==> src/rtl/uart_tx_arbiter.sv <==
// uart_tx_arbiter: round-robin arbiter feeding bytes from NREQ requesters to one UART sender.
// Ports:
//   clk, reset         rising-edge clock, asynchronous active-high reset
//   req_valid[NREQ]    per-requester byte-pending level
//   req_data[8*NREQ]   byte for requester i on bits [8i+7:8i]
//   req_ack[NREQ]      one-cycle pulse when requester i's byte is latched
//   tx_req             one-cycle send request to the sender
//   tx_data[8]         byte to the sender, held until the next grant
//   tx_done            sender completion, only a rising edge counts
//   busy               high from grant until the gap phase ends
//   active_id[3]       current or last granted requester
//   timeout_err        sticky, set on any forced release
module uart_tx_arbiter #(
  parameter int NREQ    = 4,
  parameter int TIMEOUT = 5000,
  parameter int GAP     = 2
) (
  input  logic              clk,
  input  logic              reset,
  input  logic [NREQ-1:0]   req_valid,
  input  logic [8*NREQ-1:0] req_data,
  output logic [NREQ-1:0]   req_ack,
  output logic              tx_req,
  output logic [7:0]        tx_data,
  input  logic              tx_done,
  output logic              busy,
  output logic [2:0]        active_id,
  output logic              timeout_err
);
  typedef enum logic [1:0] {S_IDLE, S_ISSUE, S_WAIT, S_GAP} state_t;
  state_t      state;
  logic [2:0]  last_grant;
  logic [15:0] cnt;
  logic [15:0] gcnt;
  logic        done_q;
  logic [2:0]  win;
  logic [7:0]  win_data;
  logic        any;
  // Later matches overwrite earlier ones, so scanning k downwards leaves the
  // requester closest after last_grant as the winner.
  always_comb begin
    win      = '0;
    win_data = '0;
    any      = 1'b0;
    for (int k = NREQ; k >= 1; k--)
      for (int j = 0; j < NREQ; j++)
        if (req_valid[j] && j == (int'(last_grant) + k) % NREQ) begin
          win      = 3'(j);
          win_data = req_data[8*j +: 8];
          any      = 1'b1;
        end
  end
  always_ff @(posedge clk or posedge reset) begin
    if (reset) begin
      state       <= S_IDLE;
      req_ack     <= '0;
      tx_req      <= 1'b0;
      tx_data     <= '0;
      busy        <= 1'b0;
      active_id   <= '0;
      timeout_err <= 1'b0;
      cnt         <= '0;
      gcnt        <= '0;
      done_q      <= 1'b0;
      last_grant  <= 3'(NREQ-1);
    end else begin
      req_ack <= '0;
      tx_req  <= 1'b0;
      case (state)
        S_IDLE:
          if (any) begin
            tx_data    <= win_data;
            active_id  <= win;
            last_grant <= win;
            req_ack    <= NREQ'(1) << win;
            busy       <= 1'b1;
            state      <= S_ISSUE;
          end
        S_ISSUE: begin
          tx_req <= 1'b1;
          cnt    <= '0;
          done_q <= tx_done;
          state  <= S_WAIT;
        end
        S_WAIT: begin
          done_q <= tx_done;
          // A completion edge takes priority over a timeout in the same cycle.
          if (tx_done && !done_q) begin
            gcnt  <= '0;
            state <= S_GAP;
          end else if (cnt == 16'(TIMEOUT-1)) begin
            timeout_err <= 1'b1;
            gcnt        <= '0;
            state       <= S_GAP;
          end else
            cnt <= cnt + 16'd1;
        end
        S_GAP:
          // GAP of 0 or 1 still spends exactly one cycle here.
          if (32'(gcnt) + 1 >= GAP) begin
            busy  <= 1'b0;
            state <= S_IDLE;
          end else
            gcnt <= gcnt + 16'd1;
        default: state <= S_IDLE;
      endcase
    end
  end
endmodule

==> config.mk <==
export PLATFORM = sky130hd
export DESIGN_NAME = uart_tx_arbiter
export DESIGN_NICKNAME = d
export VERILOG_FILES = /design/src/rtl/uart_tx_arbiter.sv
export SDC_FILE = /design/constraint.sdc
export NUM_CORES = 1
export LEC_CHECK = 0
export CORE_MARGIN = 10
export CORE_UTILIZATION = 45
export DETAILED_ROUTE_END_ITERATION = 12
export DONT_BUFFER_PORTS = 1
export PLACE_DENSITY_LB_ADDON = 0.1
export SYNTH_ARGS = -nofsm -noshare
export SYNTH_HDL_FRONTEND = slang
export SYNTH_SLANG_ARGS = --single-unit
==> constraint.sdc <==
create_clock -name clk -period 4 [get_ports clk]
set_clock_uncertainty 0.05 [all_clocks]
set_input_delay 0.6 -clock clk [delete_from_list [all_inputs] [get_ports clk]]
set_output_delay 0.6 -clock clk [all_outputs]
set_load 0.005 [all_outputs]
-- After elaboration in Yosys (flattened, before gate mapping)
Index checks and enable logic that the tools add are counted.
- flip-flop bits (word level): 55
- input bits: 39
- output and inout port bits: 18
- logic and storage cells: 149
- $add $sub $neg: 7
- order comparisons: 1
- equal/unequal tests: 22
- shifts and indexed selects: 1
- muxes and demuxes: 65
- bitwise logic cells: 5
- reduce and logical (&&, ||, !) cells: 37
- operators by type and width (operator ; number):
    $logic_not A32 Y1 ; 4
    $mux W8 ; 16
    $mux W16 ; 5
    $pmux W16 S2 ; 2
    $mux W3 ; 14
    $add A16 B1 Y16 const B ; 2
    $eq A3 B3 Y1 const A ; 8
    $mux W1 ; 20
    $add A16 B1 Y17 const B ; 1
    $ge A17 B2 Y1 const B ; 1
    $logic_and A1 B1 Y1 ; 17
    $eq A16 B13 Y1 const B ; 1
    $reduce_and A3 Y1 ; 5
    $eq A2 B3 Y1 const A ; 4
    $ne A2 B2 Y1 const B ; 5
    $reduce_or A2 Y1 ; 5
    $mux W2 ; 4
    $mux W4 ; 2
    $pmux W2 S4 ; 1
    $reduce_bool A2 Y1 ; 3
    $add A2 B1 Y2 const B ; 2
    $add A2 B2 Y2 const B ; 2
    $and A1 B1 Y1 const A ; 4
    $eq A2 B2 Y1 const B ; 2
    8 further kinds ; 8

-- Longest topological paths before layout
Gate-level depths: netlist of the first run.
- depth in word-level cells: 23
- depth in mapped cells: 9
- gate-level depth less buffers: 7

-- Least setup slack after synthesis of the first run
No wires, ideal clock.
- path type: reg-to-reg
- start: register cnt[0]
- end: register state[1]
- setup time: 80 ps
- arrival time: 2110 ps
- data required time: 3870 ps
- path slack: 1760 ps
- cell stages (with the launch flop): 8
- path buffers: 0
- clock period less this slack: 2240 ps
- path through: dfrtp_1 > ha_1 > or4bb_1 > or4_4 > nand3_4 > a21boi_2 > o21a_2 > mux2i_1
- cells in the longest elaborated chain, start to end: 3
- RTL lines (item ; line ; RTL):
    from (decl) ; 33 ; logic [15:0] cnt;
    from (signal assigned) ; 96 ; cnt <= cnt + 16'd1;
    $eq A16 B13 Y1 ; 91 ; end else if (cnt == 16'(TIMEOUT-1)) begin
    $ne A3 B3 Y1 (no source line) ; -- ;
    $reduce_and A3 Y1 (no source line) ; -- ;
    to (signal assigned) ; 90 ; state <= S_GAP;
    to (signal assigned) ; 94 ; state <= S_GAP;
    to (signal assigned) ; 102 ; state <= S_IDLE;
    to (decl) ; 31 ; state_t state;
No other way between the ends.
A chain may end at the register's enable or synchronous reset.

-- Final worst setup path of the first run
- start: register gcnt[0]
- end: register gcnt[13]
- cells in the longest elaborated chain, start to end: 4
- elaborated cells on any way between the ends: 7
- those cells by class: add/sub (2); order compare (1); eq/ne (1); mux (2); reduce/logical (1)
- RTL lines (item ; line ; RTL):
    from (decl) ; 34 ; logic [15:0] gcnt;
    from (signal assigned) ; 104 ; gcnt <= gcnt + 16'd1;
    $add A16 B1 Y17 ; 100 ; if (32'(gcnt) + 1 >= GAP) begin
    $ge A17 B2 Y1 ; 100 ;
    $ne A2 B2 Y1 (no source line) ; -- ;
    $reduce_and A3 Y1 (no source line) ; -- ;
Parallel ways exist; a longest one is shown, timed or not. The select of a mux whose other input is x is not followed.

==> metrics.yaml, run 1 <==
run_status:
  outcome: "finished clean"
routing:
  via_per_inst: 6.57
  drt_iter0_drc: 290
  routed_wl_mm: 11.3
  route.met3.wl_mm: 1.18
  met2_wirelength_mm: 5.03
  highest_layer: "met4"
  remaining_drc_errors: 0
  wl_met1_mm: 4.98
  ant_nets: 0
  dr_total_vias: 3729
  wire_per_inst_um: 19.8
  first_pass_iters: 5
worst_setup_path:
  worstPathRequired_ns: 4.11
  crit_fanout: 15
  arrival_ns: 2.93
  cp-end-kind: "flop"
  worstSetupPathType: "reg2reg"
  worstSetupStartpointType: "flop"
floorplanning:
  die_w_um: 115
  boundaryPins: 57
  num_rows: 34
  start_util: 0.462
  core_area_sq_um: 8720
  dieArea_sq_um: 13100
  dieHeight_um: 115
power:
  p_leak_nw: 1.70
  ir_drop_mv: 0.261
  p_total_mw: 2.53
  power_density_nw_per_um2: 606
cts:
  cts_sinks: 54
  clk_latency_ns: 0.31
  clockBufferDepth: 2
  post-cts-setup-buffers: 0
  cts_made_buffers: 5
  cts_hold_buf: 0
  htreeDepth: 2
  cts_tree: "done"
  root_buffer: "clkbuf_8"
  ctsResizeCount: 0
  path_clk_slew_ns: 0.11
timing:
  fmax_mhz: 355
  hold_slack_ns: 0.191
  min_period_ns: 2.82
  hold_viol: 0
  rsz0062_at_grt: "no"
  tightest_slew_ns: 0.951
  fin_crit_sh: 0.705
  setup_viol: 0
  slew_viol_final: 0
  slew_headroom: 0.365
  fin_tns_setup_ns: 0
min_path:
  hold_class: "in2async"
synthesis:
  synth_compound_area_frac: 0.301
  synth-edff-count: 0
  synth_cells: 482
  synth.mux.area_fraction: 0.0130
  async_flop_share: 1.00
  synth_top_family_by_area: "compound AO/OA/AOI/OAI gates"
  ys_warn_count: 0
  synth_xor_area_frac: 0.0261
  synth-seq-cells: 54
  synth_flop_cell: "dfrtp_1"
  synthSimpleGateAreaFrac: 0.254
  synth_adder_area_share: 0.0217
  synthesis.area_sq_um: 4030
  yosysUniqueCellTypes: 80
  netlist_top_cells_area: "dfrtp_1 32%, nor2_1 5.2%, o21ai_0 3.9%"
  synth-seq-area-share: 0.336
  syn_area_per_cell_sq_um: 8.36
  yosys.area.top_type: "dfrtp_1"
  synth_top_area_frac: 0.323
  syn_nets: 528
final_layout:
  multi_input_area_sq_um: 2480
  area_growth_pct: 3.45
  num-nets-final: 505
  fillerInstances: 857
  diodes: 0
  drive_gt1_frac: 0.0891
  seqCellArea_sq_um: 1350
grt:
  grt_usage: 0.166
  grt_overflow: 0
  antenna_found_initial: 0
  grt_pass1_vias: 3423
  grt_pass1_wl_mm: 18.2
  grt_start_max_net_pins: 41
placed_design:
  gp_congestion: 0.905
  portBuffers: 0
  dp_hpwl_mm: 8.10
run:
  cap_violations: 0
-- layout make-up --
type | count | share of cell area
Multi-Input combinational cell | 381 | 0.596
Sequential cell | 54 | 0.325
Tap cell | 108 | 0.0324
Clock buffer | 5 | 0.0165
Inverter | 14 | 0.0126
Clock inverter | 3 | 0.0117
Timing Repair Buffer | 3 | 0.00541
-- worst max-delay path, cell delays in order, from the launching register on --
cell and delay (ns):
dfrtp_1 0.44, ha_1 0.26, nand4_1 0.30, nor4_1 0.35
a21oi_1 0.13, nand4bb_4 0.25, o22ai_2 0.69, a21boi_0 0.20
-- through the flow --
stage	utilization	cells	setup slack, ns	cell area, sq um
CTS	0.478	568	1.15	4170
global placement	0.464	560	1.26	4050
floorplan	-	482	1.76	4030
detailed placement	0.464	560	1.18	4050
finish	0.478	568	1.18	4170
global route	0.478	568	0.921	4170
-- cells in the mapped netlist (all sizes together), types with 3 or more instances --
cell type and number:
nor2 56, dfrtp 52, nand2 39, o21ai 31, a21oi 30, clkbuf 27
nand3 24, a21boi 17, inv 14, nor3 11, o22ai 9, a211oi 8
and3 8, nor4 8, ha 7, nand2b 7, xnor2 7, a21o 6
a221oi 6, buf 6, nand4 6, nor2b 6, o211ai 6, o221ai 6
a311oi 5, o2bb2ai 5, xor2 5, and2 4, o41ai 4, a221o 3
a22oi 3, a31oi 3, mux2i 3, nand3b 3, o21a 3, o31a 3
or2 3, or4 3
-- flip-flops by register name (all words and copies together), names as in the netlist, 2 cells and up --
| signal | count |
|---|---|
| tx_data | 8 |
| req_ack | 4 |
| cnt | 16 |
| state | 2 |
| active_id | 2 |
| last_grant | 2 |
| gcnt | 16 |
-- path summary, 6_finish.rpt --
check                           cells after the start    start            end  slack, ns
worst min register to register                      1   done_q         done_q       0.47
worst max register to register                      7  gcnt[0]       gcnt[13]       1.18
worst min-delay path                                1    reset         cnt[7]       0.19
min in group clk                                    1  tx_done         done_q       0.39
max in group asynchronous                           2    reset  last_grant[1]       2.87
worst max-delay path                                7  gcnt[0]       gcnt[13]       1.18
-- routing by layer --
layer / vias up / track usage
li1: 1756 / -
met1: 1824 / 0.238
met2: 140 / 0.243
met3: 9 / 0.0477
met4: 0 / 0.0317
met5: - / 0
-- cell families after synthesis --
logic type | Yosys count
multiplexers | 5
flip-flops | 54
buffers and inverters | 47
AND/OR/NAND/NOR | 192
other | 1
XOR/XNOR | 12
adder cells (fa/ha/maj) | 7
AO/OA/AOI/OAI | 164
-- power breakdown --
part / internal [mW] / switching [mW] / leakage, nW / total, mW
Combinational: 0.486 / 0.856 / 0.937 / 1.34
Clock: 0.191 / 0.196 / 0.0563 / 0.387
Sequential: 0.668 / 0.128 / 0.712 / 0.796
Total: 1.35 / 1.18 / 1.70 / 2.53
-- layout by cell type (no fill, tap or decap), types with 5 or more instances in the layout --
cell / Yosys / layout
nor3_1: 11 / 11
nand2b_1: 7 / 7
and3_1: 8 / 8
xor2_1: 5 / 5
nor2_1: 56 / 56
a311oi_1: 5 / 5
clkbuf_8: 0 / 5
a21oi_1: 29 / 29
a221oi_1: 6 / 6
o2bb2ai_1: 5 / 5
nand3_1: 23 / 23
a21boi_0: 7 / 7
xnor2_1: 7 / 7
nor2b_1: 6 / 6
nand4_1: 5 / 5
nand2_1: 39 / 39
o221ai_1: 6 / 6
a21o_1: 6 / 6
nor4_1: 8 / 8
o21ai_0: 31 / 31
a211oi_1: 8 / 8
inv_1: 14 / 13
dfrtp_1: 52 / 52
ha_1: 7 / 7
o22ai_1: 8 / 8
o211ai_1: 6 / 6
a21boi_2: 10 / 10
(Power assumes the default switching activity.)
==> inputs of run 2 (changes only) <==
Clock period 4 ns to 2.95 ns, I/O delays scaled along.
==> run 2 against run 1 <==
The run now ends with hold timing left. Global-route usage increased by 0.88 points. Sequential power increased by 42%. Non-clock buffer count increased by 9. Die area unchanged. Cell area increased by 2.2%. Routed wire length increased by 3.1%. Critical path depth increased by 1. Register-to-register slack got worse by 0.79 ns. Flip-flop and latch count unchanged. Maximum frequency increased by 10%. Largest cell class unchanged.
==> metrics.yaml, run 2 (synthesis results as in run 1) <==
floorplanning:
  dieHeight_um: 115  # unchanged
  boundaryPins: 57  # unchanged
  num_rows: 34  # unchanged
  dieArea_sq_um: 13100  # unchanged
  start_util: 0.462  # unchanged
  die_w_um: 115  # unchanged
  core_area_sq_um: 8720  # unchanged
timing:
  setup_viol: 0  # unchanged
  fin_tns_setup_ns: 0  # unchanged
  layout_setup_ws_ns: 0.393  # was 1.18 ns
  rsz0062_at_grt: "no"  # unchanged
  min_period_ns: 2.56  # was 2.82 ns
  tightest_slew_ns: 0.749  # was 0.951 ns
  fmax_mhz: 391  # was 355 MHz
  slew_viol_final: 0  # unchanged
  slew_headroom: 0.499  # was 0.365
  fin_crit_sh: 0.867  # was 0.705
  hold_slack_ns: -0.00758  # was 0.191 ns
  hold_viol: 3  # was 0
placed_design:
  placed_cell_area_sq_um: 4120  # was 4050 sq um
  gp_congestion: 0.929  # was 0.905
  portBuffers: 0  # unchanged
  pre_cts_ws_ns: 0.418  # was 1.18 ns
  dp_hpwl_mm: 8.40  # was 8.10 mm
  dp.cells: 569  # was 560
cts:
  post-cts-setup-buffers: 0  # unchanged
  cts_hold_buf: 0  # unchanged
  clk_latency_ns: 0.30  # was 0.31 ns
  root_buffer: "clkbuf_8"  # unchanged
  cts_made_buffers: 5  # unchanged
  clockBufferDepth: 2  # unchanged
  htreeDepth: 2  # unchanged
  cts_tree: "done"  # unchanged
  cts_sinks: 54  # unchanged
  ctsResizeCount: 0  # unchanged
  path_clk_slew_ns: 0.10  # was 0.11 ns
final_layout:
  final_cells: 577  # was 568
  top_regs: "cnt: 16 flops, gcnt: 16 flops, tx_data: 8 flops"  # unchanged
  diodes: 0  # unchanged
  fillerInstances: 823  # was 857
  num-nets-final: 514  # was 505
  layout_common_cells: "56 x nor2_1, 52 x dfrtp_1, 39 x nand2_1, 31 x o21ai_0, 29 x a21oi_1"  # unchanged
  stdcell_area_sq_um: 4260  # was 4170 sq um
  drive_gt1_frac: 0.107  # was 0.0891
  final_common_cell: "nor2_1"  # unchanged
  area_growth_pct: 5.75  # was 3.45%
worst_setup_path:
  worstSetupPathType: "reg2reg"  # unchanged
  cp-end-kind: "flop"  # unchanged
  worstPathRequired_ns: 3.09  # was 4.11 ns
  ff2ff_setup_slack_ns: 0.39  # was 1.18 ns
  arrival_ns: 2.70  # was 2.93 ns
  worstSetupStartpointType: "flop"  # unchanged
  crit_fanout: 8  # was 15
grt:
  grtUsageMet2: 0.260  # was 0.243
  grt_start_max_net_pins: 30  # was 41
  grt_usage: 0.175  # was 0.166
  antenna_found_initial: 0  # unchanged
  gr-max-usage-layer: "met2"  # unchanged
  grt_pass1_wl_mm: 19.1  # was 18.2 mm
  grt_pass1_vias: 3576  # was 3,423
  grt_overflow: 0  # unchanged
  use_met3: 0.0556  # was 0.0477
  gr-usage-met1: 0.244  # was 0.238
routing:
  drt_iter0_drc: 371  # was 290
  remaining_drc_errors: 0  # unchanged
  dr_total_vias: 3713  # was 3,729
  wire_per_inst_um: 20.1  # was 19.8 um
  via_per_inst: 6.44  # was 6.57
  ant_nets: 0  # unchanged
  first_pass_iters: 5  # unchanged
  routed_wl_mm: 11.6  # was 11.3 mm
power:
  p_leak_nw: 1.76  # was 1.70 nW
  ir_drop_mv: 0.310  # was 0.261 mV
  power_density_nw_per_um2: 846  # was 606 nW/um^2
min_path:
  hold_class: "in2async"  # unchanged
run:
  cap_violations: 0  # unchanged
run_status:
  outcome: "complete, but fails checks"  # was finished clean
  violations: "hold timing"
==> run 2: changes by cell type in the layout (fill, tap and decap cells not counted) <==
cell	change
buf_4	+9
clkbuf_8	+1
inv_8	-1
bufinv_16	+1
clkinvlp_4	-1
==> run 2: layer usage <==
metal	vias to the layer above	wire (um)
li1	1768	-
met1	1778	5250
met2	159	5110
met3	8	1190
met4	0	70
met5	-	0
==> run 2: path summary, 6_finish.rpt <==
path	from	to	cells after the start
max reg2reg	gcnt[0]	gcnt[5]	8
min	reset	tx_data[4]	1
max in group asynchronous	reset	last_grant[0]	2
max	gcnt[0]	gcnt[5]	8
min reg2reg	done_q	done_q	1
min in group clk	tx_done	done_q	1
==> run 2: per-stage QoR <==
| stage | util | hold WS (ns) | power (mW) |
|---|---|---|---|
| floorplan | - | 0.418 | 2.55 |
| global placement | 0.472 | 0.335 | 2.95 |
| detailed placement | 0.472 | 0.341 | 2.98 |
| global route | 0.488 | 0.0196 | 3.89 |
| finish | 0.488 | -0.00758 | 3.60 |
| CTS | 0.488 | 0.00345 | 3.61 |
==> run 2: final cells by class <==
type / count / area (sq um) / share of cell area
Inverter: 14 / 52.6 / 0.0123
Tap cell: 108 / 135 / 0.0317
Clock buffer: 6 / 82.6 / 0.0194
Sequential cell: 54 / 1350 / 0.318
Timing Repair Buffer: 12 / 90.1 / 0.0212
Multi-Input combinational cell: 381 / 2480 / 0.583
Clock inverter: 2 / 60.1 / 0.0141
==> run 2: critical path, cell delays in order, from the launching register on <==
cell	delay [ns]
dfrtp_1	0.44
ha_1	0.26
nand4_1	0.30
nor4_1	0.36
a21oi_1	0.13
nand4bb_4	0.25
o22ai_2	0.32
buf_4	0.28
a21boi_2	0.07
==> run 2: power by group <==
part	switching, mW	leakage, nW	internal, mW
Combinational	1.15	0.981	0.714
Sequential	0.222	0.712	0.908
Clock	0.245	0.0714	0.362
==> inputs of run 3 (changes only) <==
Settings changed: CORE_MARGIN 10 to 2.
==> run 3 against run 2 <==
The flow now finishes without violations. Routed wire length is 7.2% lower. Cell count fell by 0.35%. Cell area fell by 1.4%. Die area shrank 26%. Critical path type unchanged. Largest power group unchanged.
==> metrics.yaml, run 3 (synthesis results as in run 1) <==
run_status:
  outcome: "finished clean"  # was complete, but fails checks
routing:
  remaining_drc_errors: 0  # unchanged
  drt_iter0_drc: 299  # was 371
  wire_per_inst_um: 18.8  # was 20.1 um
  via_per_inst: 6.47  # was 6.44
  dr_total_vias: 3721  # was 3,713
  ant_nets: 0  # unchanged
  routed_wl_mm: 10.8  # was 11.6 mm
  first_pass_iters: 5  # unchanged
grt:
  grt_overflow: 0  # unchanged
  grt_start_max_net_pins: 36  # was 30
  grt_pass1_wl_mm: 18.2  # was 19.1 mm
  grt_usage: 0.225  # was 0.175
  grt_pass1_vias: 3585  # was 3,576
  antenna_found_initial: 0  # unchanged
final_layout:
  drive_gt1_frac: 0.101  # was 0.107
  diodes: 0  # unchanged
  top_regs: "cnt: 16 flops, gcnt: 16 flops, tx_data: 8 flops"  # unchanged
  area_growth_pct: 4.26  # was 5.75%
  final_common_cell: "nor2_1"  # unchanged
  stdcell_area_sq_um: 4200  # was 4260 sq um
  layout_common_cells: "56 x nor2_1, 52 x dfrtp_1, 39 x nand2_1, 31 x o21ai_0, 29 x a21oi_1"  # unchanged
  num-nets-final: 512  # was 514
timing:
  setup_viol: 0  # unchanged
  fin_crit_sh: 0.871  # was 0.867
  tightest_slew_ns: 0.733  # was 0.749 ns
  slew_viol_final: 0  # unchanged
  fin_tns_setup_ns: 0  # unchanged
  slew_headroom: 0.507  # was 0.499
  rsz0062_at_grt: "no"  # unchanged
  fmax_mhz: 389  # was 391 MHz
  min_period_ns: 2.57  # was 2.56 ns
  hold_slack_ns: 0.227  # was -0.00758 ns
  hold_viol: 0  # was 3
cts:
  root_buffer: "clkbuf_8"  # unchanged
  cts_tree: "done"  # unchanged
  ctsResizeCount: 0  # unchanged
  cts_made_buffers: 5  # unchanged
  cts_sinks: 54  # unchanged
  clk_latency_ns: 0.31  # was 0.30 ns
  clockBufferDepth: 2  # unchanged
  htreeDepth: 2  # unchanged
  post-cts-setup-buffers: 0  # unchanged
  cts_hold_buf: 1  # was 0
  path_clk_slew_ns: 0.10  # about the same
worst_setup_path:
  critPathSlowestCell: "or4bb_1"  # was dfrtp_1
  arrival_ns: 2.75  # was 2.70 ns
  cp_cell_sequence: "ha_1 > or4bb_1 > or4_4 > nand3_4 > a21boi_2 > o21a_2 > mux2i_1"  # was ha_1 > nand4_1 > nor4_1 > a21oi_1 > nand4bb_4 > o22ai_2 > buf_4 > a21boi_2
  worstPathRequired_ns: 3.13  # was 3.09 ns
  ff2ff_setup_slack_ns: 0.38  # was 0.39 ns
  worstSetupStartpointType: "flop"  # unchanged
  worst_path_largest_cell_delay_ns: 0.49  # was 0.44 ns
  worstSetupPathType: "reg2reg"  # unchanged
  crit_fanout: 17  # was 8
  cp-end-kind: "flop"  # unchanged
power:
  ir_drop_mv: 0.301  # was 0.310 mV
  p_leak_nw: 1.73  # was 1.76 nW
  power_density_nw_per_um2: 812  # was 846 nW/um^2
floorplanning:
  die_w_um: 98.6  # was 115 um
  start_util: 0.462  # unchanged
  num_rows: 34  # unchanged
  boundaryPins: 57  # unchanged
  core_area_sq_um: 8720  # unchanged
  dieArea_sq_um: 9720  # was 13,100 sq um
  dieHeight_um: 98.6  # was 115 um
placed_design:
  portBuffers: 0  # unchanged
  placed_cell_area_sq_um: 4090  # was 4120 sq um
  dp_hpwl_mm: 7.79  # was 8.40 mm
  gp_congestion: 0.962  # was 0.929
run:
  cap_violations: 0  # unchanged
min_path:
  hold_class: "in2reg"  # was in2async
-- run 3: changes by cell type in the layout (fill, tap and decap cells not counted), sizes merged --
cell | before | now
dlygate4sd3 | 0 | 1
bufinv | 2 | 0
buf | 12 | 9
clkinv | 0 | 1
clkinvlp | 0 | 1
-- run 3: final cells by class --
| class | instances | area, sq um |
|---|---|---|
| clock buffer | 6 | 82.6 |
| tap | 108 | 135 |
| inverter | 14 | 52.6 |
| multi-input combinational | 381 | 2480 |
| sequential | 54 | 1350 |
| timing repair buffer | 10 | 77.6 |
| clock inverter | 2 | 12.5 |
| fill | 838 | 4520 |
-- run 3: final timing paths --
path,start,to,cells past startpoint
max reg2reg,cnt[0],state[1],7
min in group asynchronous,reset,cnt[12],2
max,cnt[0],state[1],7
min,tx_done,done_q,1
max in group asynchronous,reset,last_grant[0],3
min reg2reg,done_q,done_q,1
-- run 3: power by group --
group / total, mW / switching, mW / internal, mW
Combinational: 1.87 / 1.17 / 0.706
Sequential: 1.10 / 0.193 / 0.907
Clock: 0.435 / 0.245 / 0.189
-- run 3: layer usage --
| metal | vias to the layer above | track usage | share of wire | wire length [um] |
|---|---|---|---|---|
| met5 | - | 0 | 0 | 0 |
| met4 | 0 | 0.0400 | 0.0053 | 57 |
| met3 | 7 | 0.0645 | 0.099 | 1070 |
| met2 | 167 | 0.330 | 0.43 | 4660 |
| met1 | 1787 | 0.334 | 0.46 | 5000 |
| li1 | 1760 | - | - | - |
-- run 3: stage by stage --
step	util	setup slack [ns]	total power [mW]	std cells
floorplan	-	0.710	2.55	482
global placement	0.469	0.471	2.93	566
detailed placement	0.469	0.417	2.96	566
CTS	0.481	0.383	3.40	575
global route	0.481	0.159	3.67	575
finish	0.481	0.382	3.41	575
-- run 3: critical path: cells and delay by family, from the launching register on --
kind                     cells  cell delay [ns]
AO/OA/AOI/OAI                2             0.36
adder cells (fa/ha/maj)      1             0.25
multiplexers                 1             0.17
AND/OR/NAND/NOR              3             1.22
flip-flops                   1             0.42
